### src/rtl/serial_port_pkg.sv
// Shared definitions for the serial port transmitter: bus register
// addresses, status bit layout and transmit FSM state encoding.
package serial_port_pkg;

    // Register select values on the one-bit port-bus address
    localparam logic SERIAL_ADDR_DATA    = 1'b0;
    localparam logic SERIAL_ADDR_CONTROL = 1'b1;

    // Bit positions inside the status byte read from SERIAL_ADDR_DATA
    localparam int STATUS_FULL_BIT     = 0;
    localparam int STATUS_BUSY_BIT     = 1;
    localparam int STATUS_OVERFLOW_BIT = 2;

    // Index of the last data bit in an 8N1 frame
    localparam logic [2:0] LAST_DATA_BIT = 3'd7;

    // Transmit FSM states
    typedef enum logic [1:0] {
        TX_IDLE  = 2'd0,
        TX_START = 2'd1,
        TX_DATA  = 2'd2,
        TX_STOP  = 2'd3
    } tx_state_e;

endpackage

### src/rtl/serial_port_tx_fifo.sv
// Byte FIFO that buffers CPU writes ahead of the transmit shifter.
// Full/empty decisions use the pre-edge count, so a push into a full
// FIFO is dropped even when a pop happens in the same cycle.
module serial_port_tx_fifo #(
    parameter int DEPTH_LOG2 = 3
) (
    input  logic                  clk,
    input  logic                  reset,
    input  logic                  push,
    input  logic [7:0]            push_data,
    input  logic                  pop,
    output logic [7:0]            head,
    output logic                  full,
    output logic                  empty,
    output logic [DEPTH_LOG2:0]   count,
    output logic [DEPTH_LOG2:0]   count_next
);

    localparam int                  DEPTH       = 1 << DEPTH_LOG2;
    localparam logic [DEPTH_LOG2:0] DEPTH_COUNT = (DEPTH_LOG2 + 1)'(DEPTH);
    localparam logic [DEPTH_LOG2:0] COUNT_ONE   = (DEPTH_LOG2 + 1)'(1);
    localparam logic [DEPTH_LOG2-1:0] PTR_ONE   = DEPTH_LOG2'(1);

    logic [7:0]            mem [DEPTH];
    logic [DEPTH_LOG2-1:0] wr_ptr;
    logic [DEPTH_LOG2-1:0] rd_ptr;
    logic                  push_ok;
    logic                  pop_ok;

    assign full    = (count == DEPTH_COUNT);
    assign empty   = (count == '0);
    assign push_ok = push & ~full;
    assign pop_ok  = pop & ~empty;
    assign head    = mem[rd_ptr];

    // Occupancy after this edge; a simultaneous push and pop cancel out
    always_comb begin
        // NOTE: default first so every path assigns count_next and no latch is inferred.
        count_next = count;
        case ({push_ok, pop_ok})
            2'b10:   count_next = count + COUNT_ONE;
            2'b01:   count_next = count - COUNT_ONE;
            default: count_next = count;
        endcase
    end

    // Pointer and count registers; pointers wrap naturally at the power-of-two depth
    always_ff @(posedge clk) begin
        // NOTE: state registers use non-blocking assignments so every flop samples pre-edge values.
        if (reset) begin
            wr_ptr <= '0;
            rd_ptr <= '0;
            count  <= '0;
        end else begin
            if (push_ok) wr_ptr <= wr_ptr + PTR_ONE;
            if (pop_ok)  rd_ptr <= rd_ptr + PTR_ONE;
            count <= count_next;
        end
    end

    // Byte storage, written only on an accepted push
    always_ff @(posedge clk) begin
        // NOTE: storage is deliberately not reset; an empty count makes stale contents unreachable.
        if (push_ok) mem[wr_ptr] <= push_data;
    end

endmodule

### src/rtl/serial_port_transmitter.sv
// 8N1 UART transmitter on the PicoBlaze port bus. CPU writes are queued
// in a FIFO, shifted out LSB-first on txd, and a level interrupt is
// raised once the transmitter has fully drained.
module serial_port_transmitter
    import serial_port_pkg::*;
#(
    parameter int CLOCK_DIVIDER   = 434,
    parameter int FIFO_DEPTH_LOG2 = 3
) (
    input  logic       clk,
    input  logic       reset,
    input  logic       en,
    input  logic       wr,
    input  logic       addr,
    input  logic [7:0] data_in,
    output logic [7:0] data_out,
    output logic       txd,
    output logic       ready
);

    localparam logic [15:0] BAUD_RELOAD = 16'(CLOCK_DIVIDER - 1);

    // Bus decode
    logic write_data;
    logic write_control;
    logic read_status;

    assign write_data    = en &  wr & (addr == SERIAL_ADDR_DATA);
    assign write_control = en &  wr & (addr == SERIAL_ADDR_CONTROL);
    assign read_status   = en & ~wr & (addr == SERIAL_ADDR_DATA);

    // FIFO interface
    logic                     fifo_pop;
    logic [7:0]               fifo_head;
    logic                     fifo_full;
    logic                     fifo_empty;
    logic [FIFO_DEPTH_LOG2:0] fifo_count;
    logic [FIFO_DEPTH_LOG2:0] fifo_count_next;

    serial_port_tx_fifo #(
        .DEPTH_LOG2 (FIFO_DEPTH_LOG2)
    ) u_fifo (
        .clk        (clk),
        .reset      (reset),
        .push       (write_data),
        .push_data  (data_in),
        .pop        (fifo_pop),
        .head       (fifo_head),
        .full       (fifo_full),
        .empty      (fifo_empty),
        .count      (fifo_count),
        .count_next (fifo_count_next)
    );

    // Transmit FSM state
    tx_state_e   state, state_next;
    logic [15:0] baud_cnt, baud_cnt_next;
    logic [2:0]  bit_idx, bit_idx_next;
    logic [7:0]  shift, shift_next;
    logic        txd_next;

    // Control/status registers
    logic ie, ie_next;
    logic overflow, overflow_next;
    logic ready_next;
    logic busy;

    assign busy = (state != TX_IDLE) | ~fifo_empty;

    // Next-state logic: frame sequencing, FIFO pops and the txd level for the current state
    always_comb begin
        state_next    = state;
        baud_cnt_next = baud_cnt;
        bit_idx_next  = bit_idx;
        shift_next    = shift;
        fifo_pop      = 1'b0;
        txd_next      = 1'b1;
        case (state)
            TX_IDLE: begin
                if (!fifo_empty) begin
                    fifo_pop      = 1'b1;
                    shift_next    = fifo_head;
                    baud_cnt_next = BAUD_RELOAD;
                    state_next    = TX_START;
                end
            end
            TX_START: begin
                txd_next = 1'b0;
                if (baud_cnt == '0) begin
                    baud_cnt_next = BAUD_RELOAD;
                    bit_idx_next  = '0;
                    state_next    = TX_DATA;
                end else begin
                    baud_cnt_next = baud_cnt - 16'd1;
                end
            end
            TX_DATA: begin
                txd_next = shift[0];
                if (baud_cnt == '0) begin
                    baud_cnt_next = BAUD_RELOAD;
                    shift_next    = {1'b0, shift[7:1]};
                    if (bit_idx == LAST_DATA_BIT) begin
                        state_next = TX_STOP;
                    end else begin
                        bit_idx_next = bit_idx + 3'd1;
                    end
                end else begin
                    baud_cnt_next = baud_cnt - 16'd1;
                end
            end
            TX_STOP: begin
                txd_next = 1'b1;
                if (baud_cnt == '0) begin
                    // Chain straight into the next frame when more data is queued
                    if (!fifo_empty) begin
                        fifo_pop      = 1'b1;
                        shift_next    = fifo_head;
                        baud_cnt_next = BAUD_RELOAD;
                        state_next    = TX_START;
                    end else begin
                        state_next = TX_IDLE;
                    end
                end else begin
                    baud_cnt_next = baud_cnt - 16'd1;
                end
            end
            default: state_next = TX_IDLE;
        endcase
    end

    // FSM, shifter and registered txd; txd lags the state by one cycle for a glitch-free line
    always_ff @(posedge clk) begin
        if (reset) begin
            state    <= TX_IDLE;
            baud_cnt <= '0;
            bit_idx  <= '0;
            shift    <= '0;
            txd      <= 1'b1;
        end else begin
            state    <= state_next;
            baud_cnt <= baud_cnt_next;
            bit_idx  <= bit_idx_next;
            shift    <= shift_next;
            txd      <= txd_next;
        end
    end

    // Bus register updates; a dropped write setting overflow wins over a clearing status read
    always_comb begin
        ie_next       = write_control ? data_in[0] : ie;
        overflow_next = overflow;
        if (read_status)             overflow_next = 1'b0;
        if (write_data && fifo_full) overflow_next = 1'b1;
        ready_next    = ie_next & (fifo_count_next == '0) & (state_next == TX_IDLE);
    end

    // Control register, sticky overflow and interrupt request
    always_ff @(posedge clk) begin
        if (reset) begin
            ie       <= 1'b0;
            overflow <= 1'b0;
            ready    <= 1'b0;
        end else begin
            ie       <= ie_next;
            overflow <= overflow_next;
            ready    <= ready_next;
        end
    end

    // Read mux, combinational so data is valid in the same cycle as en
    always_comb begin
        data_out = '0;
        if (addr == SERIAL_ADDR_DATA) begin
            data_out[STATUS_FULL_BIT]     = fifo_full;
            data_out[STATUS_BUSY_BIT]     = busy;
            data_out[STATUS_OVERFLOW_BIT] = overflow;
        end else begin
            data_out = 8'(fifo_count);
        end
    end

endmodule

### config.mk
export PLATFORM = sky130hd
export DESIGN_NAME = serial_port_transmitter
export DESIGN_NICKNAME = d
export VERILOG_FILES = /design/src/rtl/serial_port_pkg.sv /design/src/rtl/serial_port_tx_fifo.sv /design/src/rtl/serial_port_transmitter.sv
export SDC_FILE = /design/constraint.sdc
export NUM_CORES = 1
export LEC_CHECK = 0
export CORE_UTILIZATION = 53
export CTS_BUF_LIST = sky130_fd_sc_hd__clkbuf_4 sky130_fd_sc_hd__clkbuf_8
export CTS_CLUSTER_DIAMETER = 120
export DETAILED_ROUTE_END_ITERATION = 6
export PLACE_DENSITY_LB_ADDON = 0.2
export SLEW_MARGIN = 20
export SYNTH_ARGS = -nofsm -noshare
export SYNTH_HDL_FRONTEND = slang
export SYNTH_SLANG_ARGS = --single-unit
### constraint.sdc
create_clock -name clk -period 3.35 [get_ports clk]
set_clock_uncertainty 0.05 [all_clocks]
set_input_delay 0.67 -clock clk [delete_from_list [all_inputs] [get_ports clk]]
set_output_delay 0.67 -clock clk [all_outputs]
set_load 0.02 [all_outputs]
==> flow_metrics.env <==
export IMPL_setup_violations_final=0
export IMPL_synth_avg_cell_area_sq_um=12.44
export IMPL_max_slew_margin_rel_pct=45.58
export IMPL_vias=3253
export IMPL_maxSlewViolCount=0
export IMPL_crit_required_ps=3610
export IMPL_end_kind="flip-flop"
export IMPL_fmax_mhz=322.9
export IMPL_n_fill_cell=740
export IMPL_gp_congestion=0.8308
export IMPL_io_buffers=18
export IMPL_grt_max_degree=26
export IMPL_synth_edff_count=64
export IMPL_vdd_drop_max_v=0.0003406
export IMPL_clockBufferDepth=2
export IMPL_fin_nets=455
export IMPL_groute_layer_met1_usage_pct=28.39
export IMPL_use_met3_pct=3.584
export IMPL_n_antenna_cell=0
export IMPL_grt_pass1_wl_mm=15.56
export IMPL_die_y_microns=99.75
export IMPL_r2r_start="baud_cnt[0]"
export IMPL_die_area_sq_um=9949
export IMPL_worstPathMaxFanout=5
export IMPL_start_kind="flip-flop"
export IMPL_fin_crit_sh_pct=92.43
export IMPL_pin_count=23
export IMPL_via_per_inst=5.778
export IMPL_core_area_sq_um=9240
export IMPL_rows=35
export IMPL_cts_made_buffers=9
export IMPL_p_leak_nw=2.015
export IMPL_synth_seq_cells=110
export IMPL_post_drt_wl_per_cell_microns=17.01
export IMPL_postRouteAntennaNets=0
export IMPL_synthCells=407
export IMPL_ys_flop_type="edfxtp_1"
export IMPL_grtUsageMet2_pct=33.21
export IMPL_final_instance_count_excl_fill=563
export IMPL_place_area_sq_um=5415
export IMPL_hold_slack_ps=440.7
export IMPL_drc=0
export IMPL_start_util_pct=54.80
export IMPL_async_reset_ff_share_pct=0
export IMPL_chipWidth_microns=99.75
export IMPL_final_common_cell="edfxtp_1"
export IMPL_grt_pass1_vias=3119
export IMPL_final_layout_size_suffix_gt1_share_pct=19.35
export IMPL_cts_tree="yes"
export IMPL_final_cell_area_sq_um=5658
export IMPL_gr_usage_all_layers_pct=20.53
export IMPL_area_delta_synth_final_pct=11.74
export IMPL_hold_viol_final=0
export IMPL_hold_class="flip-flop to flip-flop"
export IMPL_grt_busiest_layer="met2"
export IMPL_arrival_ps=3350
export IMPL_most_common_layout_cells="edfxtp_1 (64), dfxtp_1 (44), nor2_1 (35)"
export IMPL_post_route_min_period_ps=3097
export IMPL_cp_startpoint="baud_cnt[0]"
export IMPL_yosysUniqueCellTypes=61
export IMPL_worst_pin_slew_ps=815.1
export IMPL_dpl_hpwl_mm=6.504
export IMPL_netlist_area_sq_um=5064
export IMPL_first_iter_violations=145
export IMPL_crit_type="flip-flop to flip-flop"
export IMPL_wirelength_mm=9.577
export IMPL_synth_warnings=0
export IMPL_drtPass1Iterations=5
export IMPL_status="finished, final reports clean"
export IMPL_ys_seq_area_share_pct=56.14
export IMPL_clock_latency_ps=380
export IMPL_regArea_sq_um=2850
export IMPL_multiInputGateArea_sq_um=2054
export IMPL_root_buffer="clkbuf_8"
export IMPL_dp_cells=546
export IMPL_antenna_found_initial=0
export IMPL_path_clk_slew_ps=120
export IMPL_min_from="shift[2]"
export IMPL_max_cap_violations=0
export IMPL_grt_overflow_total=0
export IMPL_rsz0062_at_grt="false"
export IMPL_power_per_cell_area_nw_per_um2=772.8
export IMPL_cts_sinks=110
export IMPL_cts_max_level=3
export IMPL_setup_tns_ps=0
[per-stage QoR]
| stage | util, % | worst slack [ps] | total power, mW |
|---|---|---|---|
| CTS | 60.99 | 47.89 | 4.376 |
| detailed placement | 58.61 | 103.3 | 3.513 |
| global route | 61.23 | 50.61 | 4.632 |
| finish | 61.23 | 253.5 | 4.372 |
| floorplan | - | 174.9 | 3.114 |
| global placement | 58.61 | 209.0 | 3.479 |
[flip-flops by register name (all words and copies together) (netlist names), 2 cells and up, named ones only]
| name | flops |
|---|---|
| bit_idx | 3 |
| baud_cnt | 16 |
| u_fifo.mem | 64 |
| u_fifo.count | 4 |
| u_fifo.wr_ptr | 3 |
| u_fifo.rd_ptr | 3 |
| state | 2 |
| shift | 8 |
[worst paths after layout]
kind              endpoint  slack (ps)  cells after the start
setup / recovery     ready         250                     14
hold / removal    shift[2]         440                      1
setup reg to reg     ready         250                     14
hold reg to reg   shift[2]         440                      1
[power breakdown]
group	leakage (nW)	switching, mW	internal (mW)
combinational	0.953	0.970	0.820
sequential	0.952	0.164	1.56
clock	0.110	0.537	0.316
[routing by layer]
layer / routed length, microns / part of all wire, %
met3: 244 / 2.5
met4: 140 / 1.5
met5: 0 / 0
met2: 4572 / 48
met1: 4620 / 48
[kinds of logic after synthesis]
logic type / after synthesis / share of synthesized area (%)
other cells: 1 / 0.07406
xor+xnor: 10 / 1.730
mux: 38 / 11.86
buf+inv: 40 / 3.780
flops: 110 / 56.14
fa+ha+maj: 13 / 3.212
simple gates: 129 / 14.48
compound gates: 66 / 8.723
[final cells by class]
class | instances | area share, %
Sequential cell | 110 | 50.38
Multi-Input combinational cell | 260 | 36.31
Timing Repair Buffer | 39 | 5.971
Tap cell | 129 | 2.853
Clock buffer | 9 | 2.189
Clock inverter | 7 | 1.703
Inverter | 9 | 0.5971
[critical path, cell delays in order (launching register included)]
cell and delay, ps:
dfxtp_1 350, inv_1 60, ha_1 230, or4b_4 520, nor4_4 220, o21ai_2 120, inv_1 100, ha_1 190
xor2_1 80, ha_1 200, a21oi_1 150, mux2i_1 250, xor2_1 200, nand3_1 110, nor4b_2 200
[cell usage after synthesis (4+ instances only)]
| master | instances | area (sq um) |
|---|---|---|
| edfxtp_1 | 64 | 1922 |
| clkbuf_1 | 19 | 71.32 |
| nor4_1 | 12 | 75.07 |
| a21oi_1 | 8 | 40.04 |
| or4_1 | 4 | 30.03 |
| buf_4 | 6 | 45.04 |
| and2_1 | 4 | 25.02 |
| nor3b_1 | 5 | 37.54 |
| nand2_1 | 21 | 78.83 |
| xor2_1 | 8 | 70.07 |
| dfxtp_1 | 46 | 920.9 |
| mux2i_1 | 6 | 60.06 |
| nor2b_1 | 5 | 31.28 |
| nor3_1 | 16 | 80.08 |
| o21ai_0 | 19 | 95.09 |
| o21ai_1 | 6 | 30.03 |
| mux4_2 | 16 | 360.4 |
| a21o_1 | 4 | 30.03 |
| nor2_1 | 35 | 131.4 |
| nand2b_1 | 6 | 37.54 |
| mux2_2 | 16 | 180.2 |
| ha_1 | 13 | 162.7 |
| inv_1 | 9 | 33.78 |
| a22o_1 | 9 | 78.83 |
[repair_timing]
action	in CTS	in global routing
setup endpoints to repair	0	1
resized for setup	0	6
buffers inserted	0	1
hold buffers	0	0
No activity file was read; power rests on OpenSTA's default activity.
